File: src/rtl/packet_router_pkg.sv
// Shared types and constants for the packet router/merger pair.
// The source-id header bit is common to tagging and routing.
package packet_router_pkg;

  typedef enum logic [1:0] {
    IDLE,
    LOCK_S0,
    LOCK_S1
  } merger_state_t;

  localparam int SRC_ID_BIT = 0;

endpackage

File: src/rtl/axis_skid_stage_sync.sv
// Two-entry AXI-Stream output register with synchronous active-low reset.
// Input ready is a register, so output ready never reaches the input combinationally.
module axis_skid_stage_sync #(
  parameter int TDATA_WIDTH = 32
) (
  input  logic                   clk,
  input  logic                   resetn,
  input  logic [TDATA_WIDTH-1:0] i_s_tdata,
  input  logic                   i_s_tlast,
  input  logic                   i_s_tvalid,
  output logic                   o_s_tready,
  output logic [TDATA_WIDTH-1:0] o_m_tdata,
  output logic                   o_m_tlast,
  output logic                   o_m_tvalid,
  input  logic                   i_m_tready
);

  logic [TDATA_WIDTH-1:0] r_out_data;
  logic                   r_out_last;
  logic                   r_out_vld;
  logic [TDATA_WIDTH-1:0] r_skid_data;
  logic                   r_skid_last;
  logic                   r_skid_vld;
  logic                   w_in_fire;
  logic                   w_load;

  assign o_s_tready = !r_skid_vld;
  assign w_in_fire  = i_s_tvalid && !r_skid_vld;
  assign w_load     = !r_out_vld || i_m_tready;

  always_ff @(posedge clk) begin
    if (!resetn) begin
      r_out_data  <= '0;
      r_out_last  <= 1'b0;
      r_out_vld   <= 1'b0;
      r_skid_data <= '0;
      r_skid_last <= 1'b0;
      r_skid_vld  <= 1'b0;
    end else if (w_load) begin
      if (r_skid_vld) begin
        r_out_data <= r_skid_data;
        r_out_last <= r_skid_last;
        r_out_vld  <= 1'b1;
        r_skid_vld <= 1'b0;
      end else begin
        r_out_vld <= w_in_fire;
        if (w_in_fire) begin
          r_out_data <= i_s_tdata;
          r_out_last <= i_s_tlast;
        end
      end
    end else if (w_in_fire) begin
      // Output is stalled: park the beat accepted on the registered ready.
      r_skid_data <= i_s_tdata;
      r_skid_last <= i_s_tlast;
      r_skid_vld  <= 1'b1;
    end
  end

  assign o_m_tdata  = r_out_data;
  assign o_m_tlast  = r_out_last;
  assign o_m_tvalid = r_out_vld;

endmodule

File: src/rtl/axis_packet_merger.sv
// Two-input AXI-Stream packet merger with packet-atomic round-robin.
// Optionally stamps the source index into the first beat of each packet.
module axis_packet_merger
  import packet_router_pkg::*;
#(
  parameter int TDATA_WIDTH = 32,
  parameter bit TAG_SOURCE  = 1'b1
) (
  input  logic                   clk,
  input  logic                   resetn,
  input  logic [TDATA_WIDTH-1:0] s0_axis_tdata,
  input  logic                   s0_axis_tlast,
  input  logic                   s0_axis_tvalid,
  output logic                   s0_axis_tready,
  input  logic [TDATA_WIDTH-1:0] s1_axis_tdata,
  input  logic                   s1_axis_tlast,
  input  logic                   s1_axis_tvalid,
  output logic                   s1_axis_tready,
  output logic [TDATA_WIDTH-1:0] m_axis_tdata,
  output logic                   m_axis_tlast,
  output logic                   m_axis_tvalid,
  input  logic                   m_axis_tready,
  output logic [31:0]            num_packets_from_input_0,
  output logic [31:0]            num_packets_from_input_1
);

  merger_state_t          r_state;
  merger_state_t          w_state_nxt;
  logic                   r_last_grant;
  logic                   w_last_grant_nxt;
  logic                   w_gnt0;
  logic                   w_gnt1;
  logic                   w_out_ready;
  logic                   w_rdy;
  logic                   w_s0_fire;
  logic                   w_s1_fire;
  logic                   w_fire;
  logic                   w_last;
  logic [TDATA_WIDTH-1:0] w_data;
  logic [31:0]            r_cnt0;
  logic [31:0]            r_cnt1;

  assign w_rdy     = w_out_ready && resetn;
  assign w_s0_fire = w_gnt0 && w_rdy && s0_axis_tvalid;
  assign w_s1_fire = w_gnt1 && w_rdy && s1_axis_tvalid;
  assign w_fire    = w_s0_fire || w_s1_fire;

  assign s0_axis_tready = w_gnt0 && w_rdy;
  assign s1_axis_tready = w_gnt1 && w_rdy;

  always_comb begin
    w_gnt0           = 1'b0;
    w_gnt1           = 1'b0;
    w_state_nxt      = r_state;
    w_last_grant_nxt = r_last_grant;
    case (r_state)
      IDLE: begin
        if (s0_axis_tvalid && s1_axis_tvalid) begin
          w_gnt0 = r_last_grant;
          w_gnt1 = !r_last_grant;
        end else begin
          w_gnt0 = s0_axis_tvalid;
          w_gnt1 = s1_axis_tvalid;
        end
      end
      LOCK_S0: w_gnt0 = 1'b1;
      LOCK_S1: w_gnt1 = 1'b1;
      default: ;
    endcase
    w_last = w_gnt1 ? s1_axis_tlast : s0_axis_tlast;
    w_data = w_gnt1 ? s1_axis_tdata : s0_axis_tdata;
    if (TAG_SOURCE && r_state == IDLE) begin
      w_data[SRC_ID_BIT] = w_gnt1;
    end
    if (w_fire) begin
      if (r_state == IDLE) begin
        w_last_grant_nxt = w_gnt1;
        if (!w_last) begin
          w_state_nxt = w_gnt1 ? LOCK_S1 : LOCK_S0;
        end
      end else if (w_last) begin
        w_state_nxt = IDLE;
      end
    end
  end

  always_ff @(posedge clk) begin
    if (!resetn) begin
      r_state      <= IDLE;
      r_last_grant <= 1'b1;
    end else begin
      r_state      <= w_state_nxt;
      r_last_grant <= w_last_grant_nxt;
    end
  end

  // Packets are counted when their last beat enters, not when it leaves.
  always_ff @(posedge clk) begin
    if (!resetn) begin
      r_cnt0 <= '0;
      r_cnt1 <= '0;
    end else begin
      if (w_s0_fire && s0_axis_tlast) r_cnt0 <= r_cnt0 + 32'd1;
      if (w_s1_fire && s1_axis_tlast) r_cnt1 <= r_cnt1 + 32'd1;
    end
  end

  assign num_packets_from_input_0 = r_cnt0;
  assign num_packets_from_input_1 = r_cnt1;

  axis_skid_stage_sync #(
    .TDATA_WIDTH(TDATA_WIDTH)
  ) u_skid (
    .clk       (clk),
    .resetn    (resetn),
    .i_s_tdata (w_data),
    .i_s_tlast (w_last),
    .i_s_tvalid(w_fire),
    .o_s_tready(w_out_ready),
    .o_m_tdata (m_axis_tdata),
    .o_m_tlast (m_axis_tlast),
    .o_m_tvalid(m_axis_tvalid),
    .i_m_tready(m_axis_tready)
  );

endmodule

File: config.mk
export PLATFORM = sky130hd
export DESIGN_NAME = axis_packet_merger
export DESIGN_NICKNAME = d
export VERILOG_FILES = /design/src/rtl/packet_router_pkg.sv /design/src/rtl/axis_skid_stage_sync.sv /design/src/rtl/axis_packet_merger.sv
export SDC_FILE = /design/constraint.sdc
export NUM_CORES = 1
export LEC_CHECK = 0
export BUFFER_PORTS_ARGS = -buffer_cell sky130_fd_sc_hd__buf_2
export CORE_AREA = 3 3 148 93
export CTS_CLUSTER_DIAMETER = 40
export CTS_CLUSTER_SIZE = 20
export DETAILED_ROUTE_END_ITERATION = 10
export DIE_AREA = 0 0 151 96
export PLACE_DENSITY_LB_ADDON = 0.12
export SYNTH_ARGS = -nofsm -noshare
export SYNTH_HDL_FRONTEND = slang
export SYNTH_SLANG_ARGS = --single-unit
File: constraint.sdc
create_clock -name clk -period 2.8 [get_ports clk]
set_input_delay 0.42 -clock clk [delete_from_list [all_inputs] [get_ports clk]]
set_output_delay 0.42 -clock clk [all_outputs]
set_load 0.01 [all_outputs]
* Yosys cells after proc, flatten, opt, wreduce, memory -nomap -nowiden
Index checks and enable logic that the tools add are counted.
** Storage, ports and cells
- Logic and storage cells :: 55
- Flip-flop bits (word level) :: 135
- Bits of input ports :: 71
** Operators by class
- Reduce and logical (&&, ||, !) cells :: 22
- Bitwise logic cells :: 2
- Eq/ne operators :: 3
- Muxes and demuxes :: 16
- Add/subtract/negate cells :: 2
** Operators by type and width (number)
- $mux W32 :: 3
- $add A32 B1 Y32 const B :: 2
- $logic_and A1 B1 Y1 :: 9
- $mux W2 :: 4
- $mux W1 :: 7
- $reduce_and A2 Y1 :: 3
- $pmux W1 S2 :: 2
- $reduce_bool A2 Y1 :: 2
- $logic_not A1 Y1 :: 3
- $reduce_and A3 Y1 :: 1
- $eq A2 B1 Y1 const B :: 1
- $eq A2 B2 Y1 const B :: 1
- $logic_not A2 Y1 :: 1
- $logic_or A1 B1 Y1 :: 2
- $ne A2 B2 Y1 const B :: 1
- $not A1 Y1 :: 2
- $reduce_or A2 Y1 :: 1

* Depth between registers and ports, before layout
Gate-level depths: netlist (run 1).
- Depth after elaboration :: 9
- Depth in mapped cells :: 8

* Hierarchy
From an unflattened synthesis (run 1), not the netlist that was laid out.
** Unflattened totals
- Cell total of the unflattened synthesis :: 770
- Area, all modules :: 6879.1 µm²
** Modules (own cells, without submodules)
- axis_packet_merger :: cells an instance 464, times used 1, seq. area each 1341.3 µm², area each 3948.8 µm²
- axis_skid_stage_sync :: cells an instance 306, times used 1, seq. area each 1361.3 µm², area each 2930.3 µm²

* Worst setup path before layout (run 1)
OpenSTA, ideal clock, no wires.
- Kind :: flip-flop to flip-flop
- Start point :: register r_cnt1[9] (netlist: num_packets_from_input_1[9])
- End point :: register r_cnt1[30] (netlist: num_packets_from_input_1[30])
- Arrival time :: 1.927 ns
- Stages on the path, launching flop included :: 8
- Setup slack :: 0.746 ns
- Clock period less this slack :: 2.054 ns
- Path through :: dfxtp_1 nand4_1 or4_1 clkbuf_1 buf_6 nor4_1 xnor2_1 nor2_1
** Between the ends
- Cells in the longest elaborated chain, start to end :: 1
** RTL lines
- start, declared :: RTL line axis_packet_merger.sv:41 : logic [31:0] r_cnt1;
- start signal, assigned :: RTL line axis_packet_merger.sv:104 : if (w_s1_fire && s1_axis_tlast) r_cnt1 <= r_cnt1 + 32'd1;
- $add A32 B1 Y32 :: RTL line axis_packet_merger.sv:104
Every way passes these cells.
A chain may end at the register's enable or synchronous reset.

* Worst setup path in the final report (run 1)
- Start point :: register r_state[0]
- End point :: register r_cnt1[2] (netlist: num_packets_from_input_1[2])
** Between the ends
- Cells in the longest elaborated chain, start to end :: 5
- Elaborated cells between the ends (all ways) :: 6
- Classes of those cells :: 1 x eq/ne; 1 x mux; 4 x reduce/logical
** RTL lines
- start, declared :: RTL line axis_packet_merger.sv:27 : merger_state_t r_state;
- start signal, assigned :: RTL line axis_packet_merger.sv:92 : r_state <= w_state_nxt;
- $eq A2 B2 Y1 / $logic_not A2 Y1 (equally long branches) :: RTL line axis_packet_merger.sv:56 : case (r_state)
- $pmux W1 S2 (*) :: RTL line axis_packet_merger.sv:56
- $logic_and A1 B1 Y1 (*) (2 in series) :: RTL line axis_packet_merger.sv:45 : assign w_s1_fire = w_gnt1 && w_rdy && s1_axis_tvalid;
- $logic_and A1 B1 Y1 (*) :: RTL line axis_packet_merger.sv:104
Every way passes the cells marked *; elsewhere a longest branch is shown, timed or not.

==> reports/qor.csv, run 1 <==
stage,metric,value,unit
grt,initial antenna violation count,0,
setup_path,critical path peak fanout,32,
setup_path,Setup crit start kind,flip-flop,
grt,largest net degree at the start of global routing,67,
floorplan,chip height,96,um
sta,post-route clock skew,0.00879,ns
setup_path,Reg2Reg Setup Slack,0.43,ns
grt,number of global-route vias before repair,5559,
clock_tree,clock latency on the worst-skew pair,0.41,ns
detailed_routing,drt via density,5.65,
clock_tree,clock-pin transition on the worst setup and hold timing paths,0.06,ns
clock_tree,CTS sink cnt,135,
place,I/O Buffers,170,
yosys,post-synthesis compound-gate area fraction,0.149,
power,Leakage,3.13,nW
setup_path,Critical Path AT,2.63,ns
power,net load switching power,1.14,mW
detailed_routing,Antenna Nets Post-Route,0,
place,dpl hpwl,11500,um
clock_tree,CTS max path bufs,2,
detailed_routing,DRC,0,
yosys,Adder-Cell Fraction of Synth Area,0.00405,
clock_tree,H-tree levels,4,
floorplan,CORE AREA,12600,um^2
final_layout,fin area,7750,um^2
yosys,simple-gate share of the synthesized area,0.289,
sta,worst-margin pin slew,1.35,ns
final_layout,Area growth syn-to-layout,25.4,%
place,GP Congestion,0.802,
grt,all-layer global routing usage,0.231,
power,Peak VDD IR,0.407,mV
grt,global route overflow,0,
yosys,post-synthesis mux area share,0.0113,
clock_tree,CTS root buf,clkbuf_16,
final_layout,Final nets,954,
sta,worst rel slew slack,0.100,
worst_hold_path,HP Class,in -> reg,
sta,PnR worst setup slack,0.428,ns
setup_path,CP Capture Type,flip-flop,
sta,Final Hold Vio Count,0,
clock_tree,cts hold-fix bufs,0,
place,area post-placement,7170,um^2
power,Logic pwr share,0.100,
detailed_routing,via count,6007,
yosys,library cells used by synthesis,42,
outcome,status,"finished, final reports clean",
floorplan,num rows,32,
yosys,Syn Inst Count,731,
yosys,xor and xnor area share after synthesis,0.0667,
final_layout,share of layout cells above drive strength 1,0.251,
yosys,combinational family with the most area after synthesis,simple AND/OR/NAND/NOR gates,
setup_path,critical path endpoint,num_packets_from_input_1[2],
yosys,Synth Area per Inst,8.45,um^2
clock_tree,CTS tree,done,
detailed_routing,First-pass DRT Iterations,5,
place,pre-CTS setup slack,0.307,ns
final_layout,diodes inserted,0,
setup_path,reg2reg end,num_packets_from_input_1[2],
yosys,Seq cells post-synth,135,
final_layout,most frequent cells in the layout,"buf_2, dfxtp_1, nand2_1",
sta,Peak Freq,422,MHz
flow_run,Max-cap violations,0,
grt,first-pass GRT wire length,27000,um
sta,Final Critical Period,2.37,ns
power,Switching Share,0.243,
sta,unrepaired setup endpoints after global routing,no,
floorplan,Initial Util,0.491,
sta,TNS Setup,0,ns
setup_path,worst reg2reg path depth,6,
detailed_routing,drt total wl,17200,um
power,Clk pwr share,0.468,
sta,Final period util,0.847,
setup_path,critical path class,reg -> reg,
sta,Final Max Tran Viols,0,
setup_path,crit path from,r_state[0],
setup_path,RR Startpoint,r_state[0],
sta,Final Setup Violations,0,
floorplan,die area,14500,um^2
clock_tree,CTS Buf Count,17,
floorplan,die width,151,um
clock_tree,setup repair bufs after CTS,0,
power,Seq pwr share,0.432,
detailed_routing,Initial DRC Count,380,
yosys,post-synth net total,804,
yosys,Synth Cell Area,6180,um^2
power,Int Power,3.54,mW
clock_tree,post-CTS resize count,0,
yosys,sequential area share after synthesis,0.438,
floorplan,I/O pins,171,
sta,worst-case hold slack,0.296,ns
power,Cell Pwr Density,604,nW/um^2
detailed_routing,wire length per cell,16.1,um
setup_path,CP required,3.06,ns
final_layout,"commonest non-fill, non-tap cell in the layout",buf_2,
yosys,Yosys Warn Count,0,
-- synth_stat cells (all sizes together) --
cell type | number | area (um^2)
clkbuf | 48 | 180
nor3 | 21 | 105
xor2 | 5 | 43.8
and4 | 10 | 87.6
nor2b | 2 | 12.5
inv | 11 | 41.3
and2 | 7 | 43.8
mux2i | 7 | 70.1
o2bb2ai | 1 | 8.76
nor2 | 54 | 203
o2111ai | 3 | 26.3
dfxtp | 135 | 2700
nand2 | 84 | 315
nor3b | 2 | 15.0
o21a | 1 | 7.51
nand4 | 19 | 125
o21bai | 1 | 7.51
nand2b | 37 | 234
nor4 | 25 | 163
nor4b | 1 | 8.76
a31oi | 31 | 194
a22o | 1 | 8.76
a21boi | 1 | 7.51
nand3b | 32 | 240
a32o | 31 | 310
o21ai | 48 | 240
ha | 2 | 25.0
nand3 | 18 | 90.1
a21oi | 20 | 100
xnor2 | 42 | 368
buf | 8 | 41.3
o211ai | 1 | 7.51
or3 | 15 | 93.8
or4 | 1 | 7.51
and4b | 1 | 10.0
and3 | 5 | 31.3
-- critical path: stages, from the launching register on --
cell and delay, ns:
dfxtp_1 0.38, inv_1 0.22, o21a_1 1.07, buf_4 0.27, nand3_1 0.09, xor2_1 0.14
nor2_1 0.06
-- power by group through the flow --
stage	Combinational, mW	Clock [mW]	Sequential, mW
global route	0.521	2.31	2.03
finish	0.469	2.19	2.02
global placement	0.451	0	2.06
detailed placement	0.468	0	2.06
CTS	0.470	2.21	2.02
floorplan	0.261	0	2.07
-- layout make-up --
cell class                 count  area [um^2]
timing repair buffer         187          991
multi-input combinational    529         3220
sequential                   135         2700
tap                          170          213
inverter                      11         41.3
fill                        1106         4830
clock buffer                  22          474
clock inverter                 9          100
-- flip-flops by register name, summed over array words and instances, names as in the netlist, 2 cells and up --
register                  flops
u_skid.r_skid_data           32
num_packets_from_input_0     32
u_skid.o_m_tdata             32
r_state                       2
num_packets_from_input_1     32
-- logic make-up (layout without fill, tap and decap cells) --
family                   after synthesis  in the layout
adder cells (fa/ha/maj)                2              2
AND/OR/NAND/NOR                      334            334
flip-flops                           135            135
XOR/XNOR                              47             47
AO/OA/AOI/OAI                        139            139
multiplexers                           7              7
buffers and inverters                 67            229
-- worst min path at each step --
stage                         startpoint                      to  slack [ns]  cells after the start
finish                  s0_axis_tdata[8]   u_skid.r_skid_data[8]        0.30                      3
global route           s1_axis_tdata[10]  u_skid.r_skid_data[10]        0.28                      3
CTS                    s1_axis_tdata[24]  u_skid.r_skid_data[24]        0.28                      3
detailed placement  u_skid.o_m_tdata[11]    u_skid.o_m_tdata[11]        0.45                      1
global placement     u_skid.o_m_tdata[7]     u_skid.o_m_tdata[7]        0.44                      1
floorplan                   r_last_grant            r_last_grant        0.47                      2
-- routing by layer --
metal	share of wire	GRT usage
met5	0	0
met3	0.073	0.0612
met4	0.022	0.0807
met2	0.44	0.345
met1	0.47	0.323
-- through the flow --
stage	total power [mW]	util	std cells
5_1_grt	4.86	0.616	1063
3_3_place_gp	2.51	0.570	1032
6_report	4.68	0.616	1063
3_5_place_dp	2.53	0.570	1032
2_1_floorplan	2.34	-	731
4_1_cts	4.70	0.616	1063
Power figures use the tool's default switching activity.
==> inputs of run 2 (changes only) <==
CORE_AREA = 3 3 152 95   (was 3 3 148 93)
DIE_AREA = 0 0 155 98   (was 0 0 151 96)
clock period = 2.1 ns   (was 2.8 ns; I/O delays follow)
==> reports/qor.csv, run 2 (synthesis gave the netlist of run 1 again) <==
stage,metric,value,unit,change
grt,all-layer global routing usage,0.221,,-0.0100
final_layout,Area growth syn-to-layout,30.7,%,
sta,Final Critical Period,2.02,ns,-0.356 ns
grt,first-pass GRT wire length,27700,um,+2.9%
floorplan,chip height,98,um,+2.1%
setup_path,critical path peak fanout,16,,-50%
setup_path,CP Capture Type,flip-flop,,
setup_path,critical path class,reg -> reg,,
setup_path,Reg2Reg Setup Slack,0.08,ns,-0.34 ns
setup_path,Setup crit start kind,flip-flop,,
detailed_routing,drt total wl,17500,um,+2.0%
place,dpl hpwl,11700,um,+2.1%
clock_tree,clock latency on the worst-skew pair,0.42,ns,about the same
power,Power Total,6.57,mW,+40%
floorplan,CORE AREA,12900,um^2,+2.9%
place,pre-CTS setup slack,0.0237,ns,-0.283 ns
sta,post-route clock skew,0.0155,ns,+0.00674 ns
sta,worst rel slew slack,0.570,,+0.470
worst_hold_path,HP Class,in -> reg,,
grt,initial antenna violation count,0,,unchanged
final_layout,Final nets,969,,+1.6%
detailed_routing,Antenna Nets Post-Route,0,,unchanged
clock_tree,CTS max path bufs,2,,unchanged
clock_tree,CTS sink cnt,135,,unchanged
sta,unrepaired setup endpoints after global routing,yes,,
setup_path,reg2reg end,num_packets_from_input_1[22],,
final_layout,FILL cells,1169,,+5.7%
sta,Final period util,0.960,,+0.113
place,I/O Buffers,170,,unchanged
sta,Peak Freq,496,MHz,+18%
setup_path,slowest library cell on the worst path,or4_1,,
sta,Final Max Tran Viols,0,,unchanged
floorplan,die area,15200,um^2,+4.8%
final_layout,share of layout cells above drive strength 1,0.279,,+0.0286
outcome,status,"finished, final reports clean",,
detailed_routing,Initial DRC Count,334,,-12%
floorplan,die width,155,um,+2.6%
power,Cell Pwr Density,814,nW/um^2,+35%
floorplan,Initial Util,0.478,,-0.0137
final_layout,"commonest non-fill, non-tap cell in the layout",buf_2,,
sta,worst-margin pin slew,0.644,ns,-0.706 ns
flow_run,Max-cap violations,0,,unchanged
final_layout,final core utilization,0.624,,+0.00799
clock_tree,H-tree levels,4,,unchanged
detailed_routing,wire length per cell,16.2,um,+0.46%
clock_tree,CTS root buf,clkbuf_16,,
setup_path,CP required,2.40,ns,-0.66 ns
floorplan,num rows,32,,unchanged
worst_hold_path,WHS Endpoint,u_skid.r_skid_data[27],,
setup_path,RR Startpoint,num_packets_from_input_1[12],,
final_layout,diodes inserted,0,,unchanged
floorplan,I/O pins,171,,unchanged
grt,largest net degree at the start of global routing,67,,unchanged
setup_path,worst path cell trace,"nand4_1, or4_1, buf_4, nor4_2, xnor2_1, nor2_1",,
power,Peak VDD IR,0.514,mV,+26%
clock_tree,CTS Buf Count,17,,unchanged
worst_hold_path,hold_sp,s1_axis_tdata[27],,
detailed_routing,drt via density,5.64,,-0.27%
grt,global route overflow,0,,unchanged
grt,number of global-route vias before repair,5775,,+3.9%
place,Placed Cells,1046,,+1.4%
setup_path,Critical Path AT,2.32,ns,-0.31 ns
sta,Final Hold Vio Count,0,,unchanged
final_layout,fin cells,1079,,+1.5%
sta,PnR worst setup slack,0.0843,ns,-0.344 ns
clock_tree,clock-pin transition on the worst setup and hold timing paths,0.07,ns,about the same
sta,Final Setup Violations,0,,unchanged
setup_path,worst reg2reg path depth,6,,unchanged
worst_hold_path,worst hold stages,3,,unchanged
setup_path,critical path's largest stage delay,0.55,ns,-0.52 ns
clock_tree,CTS tree,done,,
final_layout,most frequent cells in the layout,"buf_2, dfxtp_1, nand2_1",,
power,Leakage,3.27,nW,+4.5%
detailed_routing,via count,6081,,+1.2%
detailed_routing,DRC,0,,unchanged
place,GP Congestion,0.811,,+1.2%
detailed_routing,First-pass DRT Iterations,5,,unchanged
[run 2: cell types whose count changed in the layout (fill, tap and decap cells not counted), moves of 2 or more]
cell / previous run / this run
clkinv_2: 5 / 1
inv_6: 0 / 4
clkinv_4: 0 / 2
clkbuf_8: 3 / 1
or3_4: 0 / 2
buf_12: 1 / 6
nor4_2: 1 / 9
buf_4: 16 / 26
or3_1: 15 / 13
nor4_1: 24 / 15
bufinv_16: 2 / 4
[run 2: per-stage QoR]
stage	setup TNS [ns]	hold WS, ns	area (um^2)
2_1_floorplan	0	0.465	6180
3_3_place_gp	0	0.445	7310
3_5_place_dp	0	0.451	7310
4_1_cts	0	0.171	7970
5_1_grt	-0.0270	0.185	8070
6_report	0	0.184	8070
[run 2: worst max path at each step]
stage	slack, ns	endpoint	from
after global routing	-0.01	num_packets_from_input_1[30]	num_packets_from_input_1[12]
final	0.08	num_packets_from_input_1[22]	num_packets_from_input_1[12]
after CTS	0.005	num_packets_from_input_0[19]	u_skid.r_skid_vld
after global placement	0.08	num_packets_from_input_0[19]	s0_axis_tvalid
after floorplan	0.05	num_packets_from_input_1[30]	num_packets_from_input_1[9]
after detailed placement	0.02	num_packets_from_input_0[19]	s1_axis_tvalid
[run 2: critical path, delay by kind of cell (launching register included)]
kind          cells  cell delay (ns)
flops             1             0.38
buf+inv           1             0.23
simple gates      4             1.14
xor+xnor          1             0.16
[run 2: timing repair]
item,CTS,global route
pin swaps,0,1
hold buffers,0,0
setup buffers,0,1
gates resized for setup,5,17
setup endpoints to repair,2,16
[run 2: power breakdown]
group / total (mW) / internal [mW] / switching (mW)
Combinational: 0.659 / 0.275 / 0.384
Clock: 3.22 / 2.04 / 1.18
Sequential: 2.69 / 2.65 / 0.0456
Total: 6.57 / 4.96 / 1.61
[run 2: cell type report]
class / count / area [um^2] / area share
Clock buffer: 19 / 443 / 0.0549
Clock inverter: 13 / 193 / 0.0239
Inverter: 11 / 41.3 / 0.00512
Multi-Input combinational cell: 529 / 3310 / 0.410
Sequential cell: 135 / 2710 / 0.335
Tap cell: 170 / 213 / 0.0264
Timing Repair Buffer: 202 / 1170 / 0.144
[run 2: routing by layer]
layer	routed length (um)	vias up	track usage
li1	-	2959	-
met5	0	-	0
met4	180	0	0.0692
met3	1140	21	0.0509
met2	8150	196	0.349
met1	8020	2905	0.300
